===== config.mk =====
export PLATFORM = sky130hd
export DESIGN_NAME = pipe_stage_regs_flat
export DESIGN_NICKNAME = d
export VERILOG_FILES = /design/src/rtl/pipe_stage_regs_if.sv /design/src/rtl/pipe_stage_regs.sv /design/src/flat_wrapper.sv
export SDC_FILE = /design/constraint.sdc
export NUM_CORES = 1
export LEC_CHECK = 0
export CORE_AREA = 4 4 147 149
export DETAILED_ROUTE_END_ITERATION = 12
export DIE_AREA = 0 0 151 153
export PLACE_DENSITY_LB_ADDON = 0.15
export SYNTH_ARGS = -nofsm -noshare
export SYNTH_HDL_FRONTEND = slang
export SYNTH_SLANG_ARGS = --single-unit

===== constraint.sdc =====
create_clock -name clk -period 2.9 [get_ports clk]
set_input_delay 0.58 -clock clk [delete_from_list [all_inputs] [get_ports clk]]
set_output_delay 0.58 -clock clk [all_outputs]
set_load 0.03 [all_outputs]

===== src/rtl/pipe_stage_regs_if.sv =====
// rtl/pipe_stage_regs_if.sv - hazard/datapath signal bundle for the pipeline register bank
interface pipe_stage_regs_if #(
  parameter int CNT_W = 32
);
  logic             stallPC;
  logic             stallID;
  logic             flushEX;
  logic [31:0]      npc;
  logic [31:0]      instr_F;
  logic [4:0]       A3_D;
  logic [1:0]       Tnew_D;
  logic [31:0]      PC_F;
  logic [31:0]      PC_D;
  logic [31:0]      Instr_D;
  logic [31:0]      PC_E;
  logic [31:0]      PC_M;
  logic [4:0]       A3_E;
  logic [4:0]       A3_M;
  logic [4:0]       A3_W;
  logic [1:0]       Tnew_E;
  logic [1:0]       Tnew_M;
  logic             valid_E;
  logic             valid_M;
  logic             valid_W;
  logic [CNT_W-1:0] stall_cnt;
  logic [CNT_W-1:0] retire_cnt;
  logic             protocol_err;

  modport master (
    output stallPC, stallID, flushEX, npc, instr_F, A3_D, Tnew_D,
    input  PC_F, PC_D, Instr_D, PC_E, PC_M, A3_E, A3_M, A3_W, Tnew_E, Tnew_M,
    input  valid_E, valid_M, valid_W, stall_cnt, retire_cnt, protocol_err
  );

  modport slave (
    input  stallPC, stallID, flushEX, npc, instr_F, A3_D, Tnew_D,
    output PC_F, PC_D, Instr_D, PC_E, PC_M, A3_E, A3_M, A3_W, Tnew_E, Tnew_M,
    output valid_E, valid_M, valid_W, stall_cnt, retire_cnt, protocol_err
  );
endinterface


===== src/rtl/pipe_stage_regs.sv =====
// rtl/pipe_stage_regs.sv - F/D/E/M/W pipeline register bank with stall/flush, stage tags and counters
module pipe_stage_regs #(
  parameter logic [31:0] PC_RESET = 32'h0000_3000,
  parameter int          CNT_W    = 32
) (
  input  logic                  clk,
  input  logic                  reset,
  pipe_stage_regs_if.slave      bus
);

  logic valid_d;

  always_ff @(posedge clk) begin
    if (!reset) begin
      bus.PC_F         <= PC_RESET;
      bus.PC_D         <= '0;
      bus.Instr_D      <= '0;
      valid_d          <= 1'b0;
      bus.PC_E         <= '0;
      bus.A3_E         <= '0;
      bus.Tnew_E       <= '0;
      bus.valid_E      <= 1'b0;
      bus.PC_M         <= '0;
      bus.A3_M         <= '0;
      bus.Tnew_M       <= '0;
      bus.valid_M      <= 1'b0;
      bus.A3_W         <= '0;
      bus.valid_W      <= 1'b0;
      bus.stall_cnt    <= '0;
      bus.retire_cnt   <= '0;
      bus.protocol_err <= 1'b0;
    end else begin
      if (!bus.stallPC)
        bus.PC_F <= bus.npc;

      if (!bus.stallID) begin
        bus.PC_D    <= bus.PC_F;
        bus.Instr_D <= bus.instr_F;
        valid_d     <= 1'b1;
      end

      // A write to $0 is architecturally void, so it never advertises a pending result.
      if (bus.flushEX) begin
        bus.PC_E    <= '0;
        bus.A3_E    <= '0;
        bus.Tnew_E  <= '0;
        bus.valid_E <= 1'b0;
      end else begin
        bus.PC_E    <= bus.PC_D;
        bus.A3_E    <= bus.A3_D;
        bus.Tnew_E  <= (bus.A3_D == 5'd0) ? 2'd0 : bus.Tnew_D;
        bus.valid_E <= valid_d;
      end

      bus.PC_M    <= bus.PC_E;
      bus.A3_M    <= bus.A3_E;
      bus.Tnew_M  <= (bus.Tnew_E == 2'd0) ? 2'd0 : bus.Tnew_E - 2'd1;
      bus.valid_M <= bus.valid_E;

      bus.A3_W    <= bus.A3_M;
      bus.valid_W <= bus.valid_M;

      if ((bus.stallPC != bus.stallID) || (bus.stallID != bus.flushEX))
        bus.protocol_err <= 1'b1;

      if (bus.stallPC && (bus.stall_cnt != {CNT_W{1'b1}}))
        bus.stall_cnt <= bus.stall_cnt + 1'b1;

      if (bus.valid_W && (bus.retire_cnt != {CNT_W{1'b1}}))
        bus.retire_cnt <= bus.retire_cnt + 1'b1;
    end
  end

endmodule


===== src/flat_wrapper.sv =====
// flat-port wrapper written by rule: the top's interface ports become plain ports
module pipe_stage_regs_flat 
#(
  parameter logic [31:0] PC_RESET = 32'h0000_3000,
  parameter int          CNT_W    = 32
)
  (clk, reset, bus_stallPC, bus_stallID, bus_flushEX, bus_npc, bus_instr_F, bus_A3_D, bus_Tnew_D, bus_PC_F, bus_PC_D, bus_Instr_D, bus_PC_E, bus_PC_M, bus_A3_E, bus_A3_M, bus_A3_W, bus_Tnew_E, bus_Tnew_M, bus_valid_E, bus_valid_M, bus_valid_W, bus_stall_cnt, bus_retire_cnt, bus_protocol_err);
  pipe_stage_regs_if #(.CNT_W(CNT_W)) bus_i ();
  input  logic clk;
  input  logic reset;
  input wire logic [$bits(bus_i.stallPC)-1:0] bus_stallPC;
  input wire logic [$bits(bus_i.stallID)-1:0] bus_stallID;
  input wire logic [$bits(bus_i.flushEX)-1:0] bus_flushEX;
  input wire logic [$bits(bus_i.npc)-1:0] bus_npc;
  input wire logic [$bits(bus_i.instr_F)-1:0] bus_instr_F;
  input wire logic [$bits(bus_i.A3_D)-1:0] bus_A3_D;
  input wire logic [$bits(bus_i.Tnew_D)-1:0] bus_Tnew_D;
  output wire logic [$bits(bus_i.PC_F)-1:0] bus_PC_F;
  output wire logic [$bits(bus_i.PC_D)-1:0] bus_PC_D;
  output wire logic [$bits(bus_i.Instr_D)-1:0] bus_Instr_D;
  output wire logic [$bits(bus_i.PC_E)-1:0] bus_PC_E;
  output wire logic [$bits(bus_i.PC_M)-1:0] bus_PC_M;
  output wire logic [$bits(bus_i.A3_E)-1:0] bus_A3_E;
  output wire logic [$bits(bus_i.A3_M)-1:0] bus_A3_M;
  output wire logic [$bits(bus_i.A3_W)-1:0] bus_A3_W;
  output wire logic [$bits(bus_i.Tnew_E)-1:0] bus_Tnew_E;
  output wire logic [$bits(bus_i.Tnew_M)-1:0] bus_Tnew_M;
  output wire logic [$bits(bus_i.valid_E)-1:0] bus_valid_E;
  output wire logic [$bits(bus_i.valid_M)-1:0] bus_valid_M;
  output wire logic [$bits(bus_i.valid_W)-1:0] bus_valid_W;
  output wire logic [$bits(bus_i.stall_cnt)-1:0] bus_stall_cnt;
  output wire logic [$bits(bus_i.retire_cnt)-1:0] bus_retire_cnt;
  output wire logic [$bits(bus_i.protocol_err)-1:0] bus_protocol_err;
  assign bus_i.stallPC = bus_stallPC;
  assign bus_i.stallID = bus_stallID;
  assign bus_i.flushEX = bus_flushEX;
  assign bus_i.npc = bus_npc;
  assign bus_i.instr_F = bus_instr_F;
  assign bus_i.A3_D = bus_A3_D;
  assign bus_i.Tnew_D = bus_Tnew_D;
  assign bus_PC_F = bus_i.PC_F;
  assign bus_PC_D = bus_i.PC_D;
  assign bus_Instr_D = bus_i.Instr_D;
  assign bus_PC_E = bus_i.PC_E;
  assign bus_PC_M = bus_i.PC_M;
  assign bus_A3_E = bus_i.A3_E;
  assign bus_A3_M = bus_i.A3_M;
  assign bus_A3_W = bus_i.A3_W;
  assign bus_Tnew_E = bus_i.Tnew_E;
  assign bus_Tnew_M = bus_i.Tnew_M;
  assign bus_valid_E = bus_i.valid_E;
  assign bus_valid_M = bus_i.valid_M;
  assign bus_valid_W = bus_i.valid_W;
  assign bus_stall_cnt = bus_i.stall_cnt;
  assign bus_retire_cnt = bus_i.retire_cnt;
  assign bus_protocol_err = bus_i.protocol_err;
  pipe_stage_regs #(.PC_RESET(PC_RESET), .CNT_W(CNT_W)) u_core (.clk(clk), .reset(reset), .bus(bus_i));
endmodule

# Yosys cells after proc, flatten, opt, wreduce, memory -nomap -nowiden
# Cells that the tools add are included.
# totals
reg_bits,248
n_memories,0
latch_bits,0
inputBits,76
mem_bits_ro,0
ramBits,0
elab_cells,33
output_inout_bits,247
# op_classes
add_sub_neg,3
shifts,0
div,0
n_reduce_logical,8
n_mux,0
eq_ne,4
magnitude_cmp,0
n_bitwise,1
multipliers,0
# ops
operator,count
$add A32 B1 Y32 const B,2
$ne A32 B32 Y1 const B,2
$logic_not A5 Y1,1
$reduce_or A2 Y1,2
$reduce_or A3 Y1,1
$logic_and A1 B1 Y1,2
$logic_not A2 Y1,1
$ne A1 B1 Y1,2
$sub A2 B1 Y2 const B,1
$logic_or A1 B1 Y1,1
$not A1 Y1,1

# Depth between registers and ports, before layout
# Gate-level depths: netlist of run 1.
# logic_depth
ltp_word,2
mapped_depth,9
ltp_nobuf,6

# Worst setup path before layout of run 1
# Ideal clock, no wire load.
# synth_path
kind,register to register
from,register u_core.bus.retire_cnt[8]
to,register u_core.bus.retire_cnt[27]
arrival_time_ns,2.473
setup_time_ns,0.070
required_ns,2.830
slack_ns,0.356
synth_period_minus_slack_ns,2.544
path_stages_with_launch,8
path_buffers,2
path_cell_list,dfxtp_1 -> nand4_1 -> or3_1 -> buf_6 -> or4_1 -> buf_2 -> or4_1 -> a21oi_1
# synth_via
elab_chain_cells,2
elab_cells_between_ends,3
cone_classes,add/sub (1); eq/ne (1); reduce/logical (1)
# synth_lines
item,line_no,text
"start, declared",pipe_stage_regs_if.sv:38,"output valid_E, valid_M, valid_W, stall_cnt, retire_cnt, protocol_err"
"start signal, assigned",pipe_stage_regs.sv:70,bus.retire_cnt <= bus.retire_cnt + 1'b1;
"parallel branches: the longest is 2 deep, another holds $add A32 B1 Y32",--,
# Parallel ways; which one is timed is not known.
# A chain may end at the register's enable or synchronous reset.

# Final worst setup path of run 1
# layout_path
from,register u_core.bus.retire_cnt[13]
to,register u_core.bus.retire_cnt[29]
# The elaborated chain is that of the path after synthesis.

==> flow_summary_export.csv, run 1 <==
group,metric,value,unit
outcome,status,"finished, final reports clean",
logic_synthesis,avgSynthCellArea,9.90,um^2
worst_hold_path,whs_path_depth,3,
logic_synthesis,ys_seq_area_share,55.0,%
setup_path,required,3.35,ns
clock_tree,path_clk_slew,0.06,ns
sta,fmax,385,MHz
layout,antenna_cells,0,
grt,grt_max_degree,72,
sta,rsz0062_at_grt,"false",
placed_design,hpwl,18700,um
route,routed_wl,26200,um
floorplan,die_h,153,um
sta,relSlewSlack,51.4,%
floorplan,dieArea,23100,um^2
worst_hold_path,min_to,"u_core.bus.stall_cnt[16]$_SDFFE_PN0P_",
grt,grt_pass1_wl,41500,um
route,drt_first_pass_iters,4,
logic_synthesis,netlist_instances,912,
layout,stdcell_area,13300,um^2
placed_design,gp_congestion,0.865,
setup_path,reg2reg_to,"u_core.bus.retire_cnt[29]$_SDFFE_PN0P_",
logic_synthesis,synth_fp_nets,991,
logic_synthesis,synth_area_leaders,"dfxtp_1 55%, mux2i_1 12%, and2_1 5.8%",
clock_tree,post_cts_buffers,0,
floorplan,io-pin-count,323,
route,vias,7676,
sta,worstMarginPinSlew,0.722,ns
sta,finalSetupViolCount,0,
setup_path,worstReg2RegStart,"u_core.bus.retire_cnt[13]$_SDFFE_PN0P_",
logic_synthesis,synthMostInstantiatedCell,"dfxtp_1",
setup_path,cp-end-kind,"flop",
layout,fin_util,66.1,%
worst_hold_path,hold_path.class,"in -> reg",
route,drt-vias-per-instance,5.09,
clock_tree,cts_max_level,1,
logic_synthesis,yosysTopAreaCell,"dfxtp_1",
logic_synthesis,synth_edf_count,0,
floorplan,initial_core_util,44.8,%
floorplan,rows,52,
clock_tree,ctsHoldBuffers,0,
grt,antenna_found_initial,0,
logic_synthesis,synth-main-ff-cell,"dfxtp_1",
logic_synthesis,syn_area,9030,um^2
logic_synthesis,ys_seq_elements,248,
clock_tree,cts_tree,"yes",
pwr,ir_drop,0.399,mV
layout,finalNetCount,1299,
layout,area_growth_syn_to_layout,47.6,%
sta,timing.final.crit_share,89.6,%
sta,finClkSkew,0.0122,ns
logic_synthesis,yosysTopAreaCellShare,55.0,%
job,maxCapViolations,0,
logic_synthesis,synth_warnings,0,
setup_path,r2r_slack,0.30,ns
logic_synthesis,async_reset_ff_share,0,%
placed_design,port_buffers,322,
setup_path,cp-start-kind,"flop",
setup_path,crit_arrival,3.05,ns
pwr,power.leakage,5.06,nW
logic_synthesis,ys_types,41,
clock_tree,cts_root_buf,"clkbuf_16",
pwr,p_per_area,563,nW/um^2
clock_tree,cts_buffers,27,
clock_tree,cts_sinks,248,
clock_tree,ctsResizeCount,0,
setup_path,slowest_delay,0.71,ns
sta,drv_slew,0,
sta,setup_tns,0,ns
floorplan,die_w,151,um
route,drt_iter0_markers,326,
worst_hold_path,worstHoldStart,"bus_stallPC",
sta,holdWs,0.420,ns
route,postRouteAntennaNets,0,
clock_tree,clock_latency,0.53,ns
setup_path,critPathSlowestCell,"or4_1",
setup_path,path_max_fanout,10,
route,wire_per_inst,17.4,um
grt,grt_pass1_vias,7559,
setup_path,crit_chain,"nand4_2 -> or3_1 -> or4_1 -> or4_1 -> a21oi_1",
clock_tree,cts_buffer_depth,3,
sta,final-hold-violation-count,0,
setup_path,path_class,"reg -> reg",
grt,grt_usage,22.2,%
grt,grt_overflow_total,0,
setup_path,cp_common_cell,"or4_1",
layout,drive_gt1_share,5.25,%
route,drc,0,
sta,min_period,2.60,ns
placed_design,place_area,12500,um^2
floorplan,core-area,20200,um^2
setup_path,reg2regPathDepth,5,
logic_synthesis,yosys-top-cells-count,"248 x dfxtp_1, 124 x nor2_1, 106 x mux2i_1",
-- cells in the final DEF (no fill, tap or decap), types with 6 or more instances in the layout --
cell type        count
mux2i_1            106
and4_1              10
or3_1               16
a21oi_1             37
clkbuf_1             9
nor3_1               9
inv_1               12
xnor2_1             16
nand4_1             23
or4_1               18
and2_1              83
and3_1               6
o21ai_0             15
dfxtp_1            248
nand2b_1             9
clkbuf_16           27
o31ai_1             15
clkdlybuf4s50_1    319
nor2_1             123
buf_4               10
nor4_1              15
nand3_1             23
nand2_1             39
-- flip-flops by register name, summed over array words and instances (netlist names), 5 cells and up --
| name | cells |
|---|---|
| u_core.bus.Instr_D | 32 |
| u_core.bus.PC_D | 32 |
| u_core.bus.PC_E | 32 |
| u_core.bus.PC_F | 32 |
| u_core.bus.PC_M | 32 |
| u_core.bus.retire_cnt | 32 |
| u_core.bus.stall_cnt | 32 |
| u_core.bus.A3_E | 5 |
| u_core.bus.A3_M | 5 |
| u_core.bus.A3_W | 5 |
-- worst max-delay path by stage --
stage | from | end | slack (ns)
4_1_cts | u_core.bus.retire_cnt[13]$_SDFFE_PN0P_ | u_core.bus.retire_cnt[29]$_SDFFE_PN0P_ | 0.33
3_3_place_gp | u_core.bus.retire_cnt[8]$_SDFFE_PN0P_ | u_core.bus.retire_cnt[25]$_SDFFE_PN0P_ | 0.42
2_1_floorplan | u_core.bus.retire_cnt[8]$_SDFFE_PN0P_ | u_core.bus.retire_cnt[27]$_SDFFE_PN0P_ | 0.36
3_5_place_dp | u_core.bus.retire_cnt[13]$_SDFFE_PN0P_ | u_core.bus.retire_cnt[29]$_SDFFE_PN0P_ | 0.34
6_report | u_core.bus.retire_cnt[13]$_SDFFE_PN0P_ | u_core.bus.retire_cnt[29]$_SDFFE_PN0P_ | 0.30
5_1_grt | u_core.bus.retire_cnt[8]$_SDFFE_PN0P_ | u_core.bus.retire_cnt[29]$_SDFFE_PN0P_ | 0.19
-- cell type report --
cell class	count	area, um^2
flip-flops and latches	248	4960
inverters	13	51.3
repair buffers	333	3320
clock inverters	7	58.8
well taps	270	338
fillers	1658	6850
multi-input cells	597	3810
clock buffers	41	778
-- power breakdown --
| part | internal (mW) | switching (mW) |
|---|---|---|
| clock | 1.86 | 1.35 |
| sequential | 3.50 | 0.0581 |
| combinational | 0.331 | 0.398 |
| total | 5.69 | 1.81 |
-- kinds of logic (layout without fill, tap and decap cells) --
kind of cell / Yosys count / after routing / synth area share [%]
adders and majority gates: 3 / 3 / 0.416
DFF: 248 / 248 / 55.0
muxes: 106 / 106 / 11.8
and+or+nand+nor: 386 / 386 / 22.6
xor gates and xnor gates: 17 / 17 / 1.65
buffers and inverters: 67 / 394 / 2.91
AOI/OAI and AO/OA: 85 / 85 / 5.68
-- worst max-delay path, delay by kind of cell (launching register included) --
kind,cells,cell delay (ns)
AOI/OAI and AO/OA,1,0.17
DFF,1,0.45
and+or+nand+nor,4,1.91
-- layer usage --
layer	track usage, %	share of wire (%)	routed length [um]	vias to the layer above
li1	-	-	-	3775
met1	26.5	39	10300	3567
met2	37.5	48	12600	291
met3	7.61	9.6	2530	43
met4	6.65	2.9	765	0
met5	0	0	0	-
-- per-stage QoR --
| stage | cells | setup WS, ns | total power [mW] |
|---|---|---|---|
| finish | 1509 | 0.302 | 7.50 |
| global route | 1509 | 0.188 | 7.77 |
| CTS | 1509 | 0.327 | 7.58 |
| detailed placement | 1461 | 0.338 | 4.37 |
| global placement | 1461 | 0.420 | 4.36 |
| floorplan | 912 | 0.356 | 4.01 |
No activity file was read; power rests on OpenSTA's default activity.
==> run 2, diff against run 1 <==
- CORE_AREA: 4 4 147 149 -> 2 2 145 147
- DIE_AREA: 0 0 151 153 -> 0 0 147 149
- HOLD_SLACK_MARGIN: unset -> 0.03
==> run 2 against run 1 <==
Register-to-register slack about the same. Die area is 5.2% lower. Global-route usage grew 0.49 points. Fmax is 0.19% higher. Combinational power fell by 1%. Largest cell class unchanged. Highest routed layer unchanged. Clock-buffer cell count shrank 3.
==> flow_summary_export.csv, run 2 (same netlist as run 1, synthesis figures left out) <==
group,metric,value,unit
outcome,status,"finished, final reports clean",
placed_design,port_buffers,322,
layout,multi_input_area,3810,um^2
clock_tree,clock_latency,0.53,ns
setup_path,cp-start-kind,"flop",
clock_tree,ctsHoldBuffers,0,
layout,seq_area,4960,um^2
clock_tree,cts_root_buf,"clkbuf_16",
route,drc,0,
floorplan,dieArea,21900,um^2
sta,setup_tns,0,ns
sta,finalWorstSetupSlack,0.307,ns
pwr,ir_drop,0.434,mV
grt,grt_pass1_vias,7391,
sta,relSlewSlack,44.5,%
route,postRouteAntennaNets,0,
placed_design,hpwl,18100,um
sta,fmax,386,MHz
setup_path,crit_arrival,3.05,ns
setup_path,reg2regPathDepth,5,
pwr,p_per_area,578,nW/um^2
grt,grt_pass1_wl,40000,um
route,drt_iter0_markers,262,
layout,fin_cells,1513,
floorplan,die_w,147,um
worst_hold_path,whs_path_depth,3,
route,vias,7672,
layout,fill_cells,1743,
layout,finalNetCount,1300,
grt,grt_usage,22.7,%
worst_hold_path,min_to,"u_core.bus.stall_cnt[16]$_SDFFE_PN0P_",
layout,final_common_cell,"clkdlybuf4s50_1",
floorplan,io-pin-count,323,
clock_tree,cts_buffer_depth,3,
setup_path,path_max_fanout,10,
floorplan,rows,53,
setup_path,cp-end-kind,"flop",
clock_tree,post_cts_buffers,0,
layout,antenna_cells,0,
clock_tree,ctsResizeCount,0,
pwr,power.leakage,5.10,nW
worst_hold_path,worstHoldStart,"bus_stallPC",
setup_path,path_class,"reg -> reg",
setup_path,required,3.36,ns
sta,rsz0062_at_grt,"false",
placed_design,place_area,12500,um^2
route,wire_per_inst,16.9,um
floorplan,initial_core_util,43.9,%
grt,grt_overflow_total,0,
setup_path,worstReg2RegStart,"u_core.bus.retire_cnt[8]$_SDFFE_PN0P_",
clock_tree,cts_buffers,27,
route,routed_wl,25600,um
sta,worstMarginPinSlew,0.824,ns
job,maxCapViolations,0,
grt,grt_max_degree,72,
clock_tree,cts_tree,"yes",
sta,min_period,2.59,ns
layout,mostFrequentLayoutCells,"319 x clkdlybuf4s50_1, 248 x dfxtp_1, 123 x nor2_1, 106 x mux2i_1, 83 x and2_1",
clock_tree,cts_sinks,248,
worst_hold_path,hold_path.class,"in -> reg",
grt,antenna_found_initial,0,
placed_design,gp_congestion,0.863,
layout,stdcell_area,13400,um^2
layout,area_growth_syn_to_layout,48.3,%
placed_design,placed_cells,1467,
route,drt_first_pass_iters,4,
clock_tree,path_clk_slew,0.06,ns
floorplan,core-area,20600,um^2
setup_path,reg2reg_to,"u_core.bus.retire_cnt[27]$_SDFFE_PN0P_",
setup_path,r2r_slack,0.31,ns
sta,timing.final.crit_share,89.4,%
clock_tree,cts_max_level,1,
floorplan,die_h,149,um
sta,final-hold-violation-count,0,
layout,drive_gt1_share,5.41,%
sta,finalSetupViolCount,0,
route,drt-vias-per-instance,5.07,
sta,finClkSkew,0.0106,ns
sta,drv_slew,0,
placed_design,place_ws,0.361,ns
## run 2: cell count changes in the layout (fill, tap and decap cells not counted)
| cell | before | now |
|---|---|---|
| bufinv_16 | 0 | 3 |
| clkinv_4 | 1 | 0 |
| clkinv_2 | 3 | 4 |
| clkinvlp_4 | 2 | 0 |
| buf_12 | 2 | 1 |
| clkbuf_1 | 9 | 6 |
| buf_4 | 10 | 12 |
## run 2: layout make-up
type | instances | area share (%)
Timing Repair Buffer | 334 | 24.8
Inverter | 13 | 0.383
Tap cell | 275 | 2.57
Multi-Input combinational cell | 597 | 28.5
Clock buffer | 38 | 5.73
Clock inverter | 8 | 0.972
Sequential cell | 248 | 37.1
## run 2: how the worst max path moves through the flow
stage / from / endpoint / cells after the start
2_1_floorplan: u_core.bus.retire_cnt[8]$_SDFFE_PN0P_ / u_core.bus.retire_cnt[27]$_SDFFE_PN0P_ / 7
3_3_place_gp: u_core.bus.retire_cnt[8]$_SDFFE_PN0P_ / u_core.bus.retire_cnt[29]$_SDFFE_PN0P_ / 5
3_5_place_dp: u_core.bus.retire_cnt[8]$_SDFFE_PN0P_ / u_core.bus.retire_cnt[29]$_SDFFE_PN0P_ / 5
4_1_cts: u_core.bus.retire_cnt[8]$_SDFFE_PN0P_ / u_core.bus.retire_cnt[27]$_SDFFE_PN0P_ / 5
5_1_grt: u_core.bus.retire_cnt[8]$_SDFFE_PN0P_ / u_core.bus.retire_cnt[27]$_SDFFE_PN0P_ / 5
6_report: u_core.bus.retire_cnt[8]$_SDFFE_PN0P_ / u_core.bus.retire_cnt[27]$_SDFFE_PN0P_ / 5
## run 2: report_power, final
part / internal [mW] / total [mW] / switching (mW)
Combinational: 0.329 / 0.722 / 0.394
Sequential: 3.50 / 3.56 / 0.0597
Clock: 2.10 / 3.45 / 1.35
## run 2: critical path: stages (launching register included)
cell and delay (ns):
dfxtp_1 0.44, nand4_1 0.23, or3_1 0.53, or4_1 0.71
or4_1 0.46, a21oi_1 0.15
## run 2: per-stage QoR
stage	power (mW)	util (%)	hold slack (ns)
after floorplan	4.01	-	0.422
after global placement	4.36	60.7	0.436
after detailed placement	4.36	60.7	0.438
after CTS	7.84	65.1	0.378
after global routing	8.02	65.1	0.433
final	7.74	65.1	0.413
## run 2: per-layer routing
| metal | share of wire, % | track usage (%) | wire (um) | vias up |
|---|---|---|---|---|
| met5 | 0 | 0 | 0 | - |
| met1 | 40 | 26.5 | 10300 | 3591 |
| met2 | 49 | 40.0 | 12500 | 255 |
| li1 | - | - | - | 3782 |
| met3 | 8.2 | 7.06 | 2100 | 44 |
| met4 | 2.7 | 6.78 | 699 | 0 |
==> run 3, diff against run 2 <==
- GPL_TIMING_DRIVEN: unset -> 0
==> run 3 against run 2 <==
Critical path type unchanged. Via count rose by 4.4%. Final area rose by 0.21%. First-iteration DRC count rose by 31%. Cell count rose by 2.6%. Clock power fell by 4%. Sequential share of layout area fell by 0.076 points. Clock-buffer cell count fell by 4. Critical path depth rose by 3. Combinational power rose by 2.8%. Sequential power barely moved.
==> flow_summary_export.csv, run 3 (same netlist as run 1, synthesis figures left out) <==
group,metric,value,unit
floorplan,core-area,20600,um^2
clock_tree,clock_latency,0.52,ns
layout,area_growth_syn_to_layout,48.6,%
layout,mostFrequentLayoutCells,"319 x clkdlybuf4s50_1, 248 x dfxtp_1, 124 x nor2_1, 106 x mux2i_1, 83 x and2_1",
clock_tree,cts_buffer_depth,3,
sta,fmax,377,MHz
floorplan,rows,53,
route,drt_first_pass_iters,7,
floorplan,die_w,147,um
pwr,clock_power_share,43.4,%
sta,timing.final.crit_share,91.5,%
setup_path,cp-start-kind,"flop",
layout,drive_gt1_share,4.47,%
setup_path,r2r_slack,0.25,ns
sta,finalSetupViolCount,0,
sta,worstMarginPinSlew,0.917,ns
floorplan,die_h,149,um
placed_design,hpwl,20400,um
setup_path,endpoint,"u_core.bus.retire_cnt[1]$_SDFFE_PN0P_",
setup_path,reg2regPathDepth,8,
sta,setup_tns,0,ns
setup_path,worstReg2RegStart,"u_core.bus.retire_cnt[24]$_SDFFE_PN0P_",
grt,grt_util_met3,7.16,%
route,postRouteAntennaNets,0,
pwr,ir_drop,0.505,mV
placed_design,port_buffers,319,
grt,busiest_layer,"met2",
floorplan,initial_core_util,43.9,%
route,drt_iter0_markers,342,
layout,final_common_cell,"clkdlybuf4s50_1",
clock_tree,post_cts_buffers,0,
worst_hold_path,hold_path.class,"reg -> reg",
grt,gr-usage-met2,42.0,%
setup_path,crit_arrival,3.10,ns
clock_tree,cts_buffers,27,
route,wire_per_inst,17.8,um
outcome,status,"finished, final reports clean",
setup_path,required,3.35,ns
pwr,p_int,5.76,mW
pwr,p_per_area,567,nW/um^2
clock_tree,ctsResizeCount,0,
sta,rsz0062_at_grt,"false",
setup_path,cp-end-kind,"flop",
clock_tree,cts_max_level,1,
pwr,p_seq_share,46.9,%
grt,grt_pass1_vias,7674,
setup_path,path_class,"reg -> reg",
pwr,power.switching,1.84,mW
pwr,p_total,7.60,mW
grt,grtUsageMet1,29.9,%
job,maxCapViolations,0,
route,drc,0,
sta,final-hold-violation-count,0,
placed_design,gp_congestion,0.910,
sta,finClkSkew,0.0103,ns
pwr,power.leakage,5.09,nW
setup_path,path_max_fanout,10,
clock_tree,cts_tree,"yes",
setup_path,reg2reg_to,"u_core.bus.retire_cnt[1]$_SDFFE_PN0P_",
clock_tree,ctsHoldBuffers,0,
pwr,switching_share,24.2,%
grt,antenna_found_initial,0,
floorplan,io-pin-count,323,
sta,relSlewSlack,38.9,%
route,vias,8006,
clock_tree,cts_sinks,248,
clock_tree,cts_root_buf,"clkbuf_16",
setup_path,cp-startpoint,"u_core.bus.retire_cnt[24]$_SDFFE_PN0P_",
route,drt-vias-per-instance,5.16,
sta,min_period,2.65,ns
grt,grt_overflow_total,0,
floorplan,dieArea,21900,um^2
layout,finalNetCount,1338,
grt,grt_pass1_wl,42600,um
route,routed_wl,27600,um
grt,grt_max_degree,14,
pwr,combPwrFrac,9.8,%
grt,grt_usage,24.5,%
sta,drv_slew,0,
clock_tree,path_clk_slew,0.06,ns
-- run 3: cell count changes in the layout (fill, tap and decap cells not counted), sizes merged --
cell and delta:
buf -7, bufinv -2, clkbuf +41, clkinv +6, clkinvlp +1, diode +1, inv -1
-- run 3: worst min-delay path by stage --
stage / to / slack [ns] / start / cells after the start
2_1_floorplan: u_core.bus.valid_E$_SDFF_PP0_ / 0.42 / u_core.valid_d$_SDFFE_PN0N_ / 2
3_3_place_gp: u_core.bus.Tnew_M[0]$_SDFF_PP0_ / 0.43 / u_core.bus.Tnew_E[0]$_SDFF_PP0_ / 1
3_5_place_dp: u_core.bus.Tnew_M[0]$_SDFF_PP0_ / 0.43 / u_core.bus.Tnew_E[0]$_SDFF_PP0_ / 1
4_1_cts: u_core.bus.Tnew_M[0]$_SDFF_PP0_ / 0.44 / u_core.bus.Tnew_E[0]$_SDFF_PP0_ / 1
5_1_grt: u_core.bus.Tnew_M[0]$_SDFF_PP0_ / 0.46 / u_core.bus.Tnew_E[0]$_SDFF_PP0_ / 1
6_report: u_core.bus.Tnew_M[0]$_SDFF_PP0_ / 0.44 / u_core.bus.Tnew_E[0]$_SDFF_PP0_ / 1
-- run 3: critical path: stages (launching register included) --
cell and delay [ns]:
dfxtp_1 0.44, and4_1 0.31, nor4bb_1 0.31, clkbuf_1 0.32
and2_1 0.37, buf_2 0.28, buf_2 0.28, o21ai_0 0.12
a21oi_1 0.15
-- run 3: final cells by class --
type	instances	area, um^2
Buffer	53	210
Antenna cell	1	2.50
Clock inverter	12	87.6
Multi-Input combinational cell	597	3800
Inverter	13	48.8
Timing Repair Buffer	319	3190
Sequential cell	248	4960
Tap cell	275	344
Fill cell	1715	7150
Clock buffer	34	762
-- run 3: metrics by stage --
step	hold slack (ns)	utilization (%)	instances	setup slack (ns)	cell area [um^2]
floorplan	0.422	-	912	0.356	9030
global placement	0.429	61.1	1506	0.262	12600
detailed placement	0.427	61.1	1506	0.205	12600
CTS	0.438	65.2	1552	0.211	13400
global route	0.461	65.2	1551	0.0936	13400
finish	0.439	65.2	1552	0.246	13400
-- run 3: per-layer routing --
metal  up-vias  routed length [um]  part of all wire, %
met5         -                   0                    0
met2       337               13300                   48
met3        56                2340                  8.5
li1       3869                   -                    -
met1      3744               11200                   41
met4         0                 777                  2.8
-- run 3: power groups by stage --
stage	clock (mW)	sequential, mW	combinational [mW]
global route	3.49	3.57	0.792
global placement	0	3.63	0.743
detailed placement	0	3.64	0.749
floorplan	0	3.81	0.201
CTS	3.35	3.56	0.752
finish	3.30	3.56	0.742
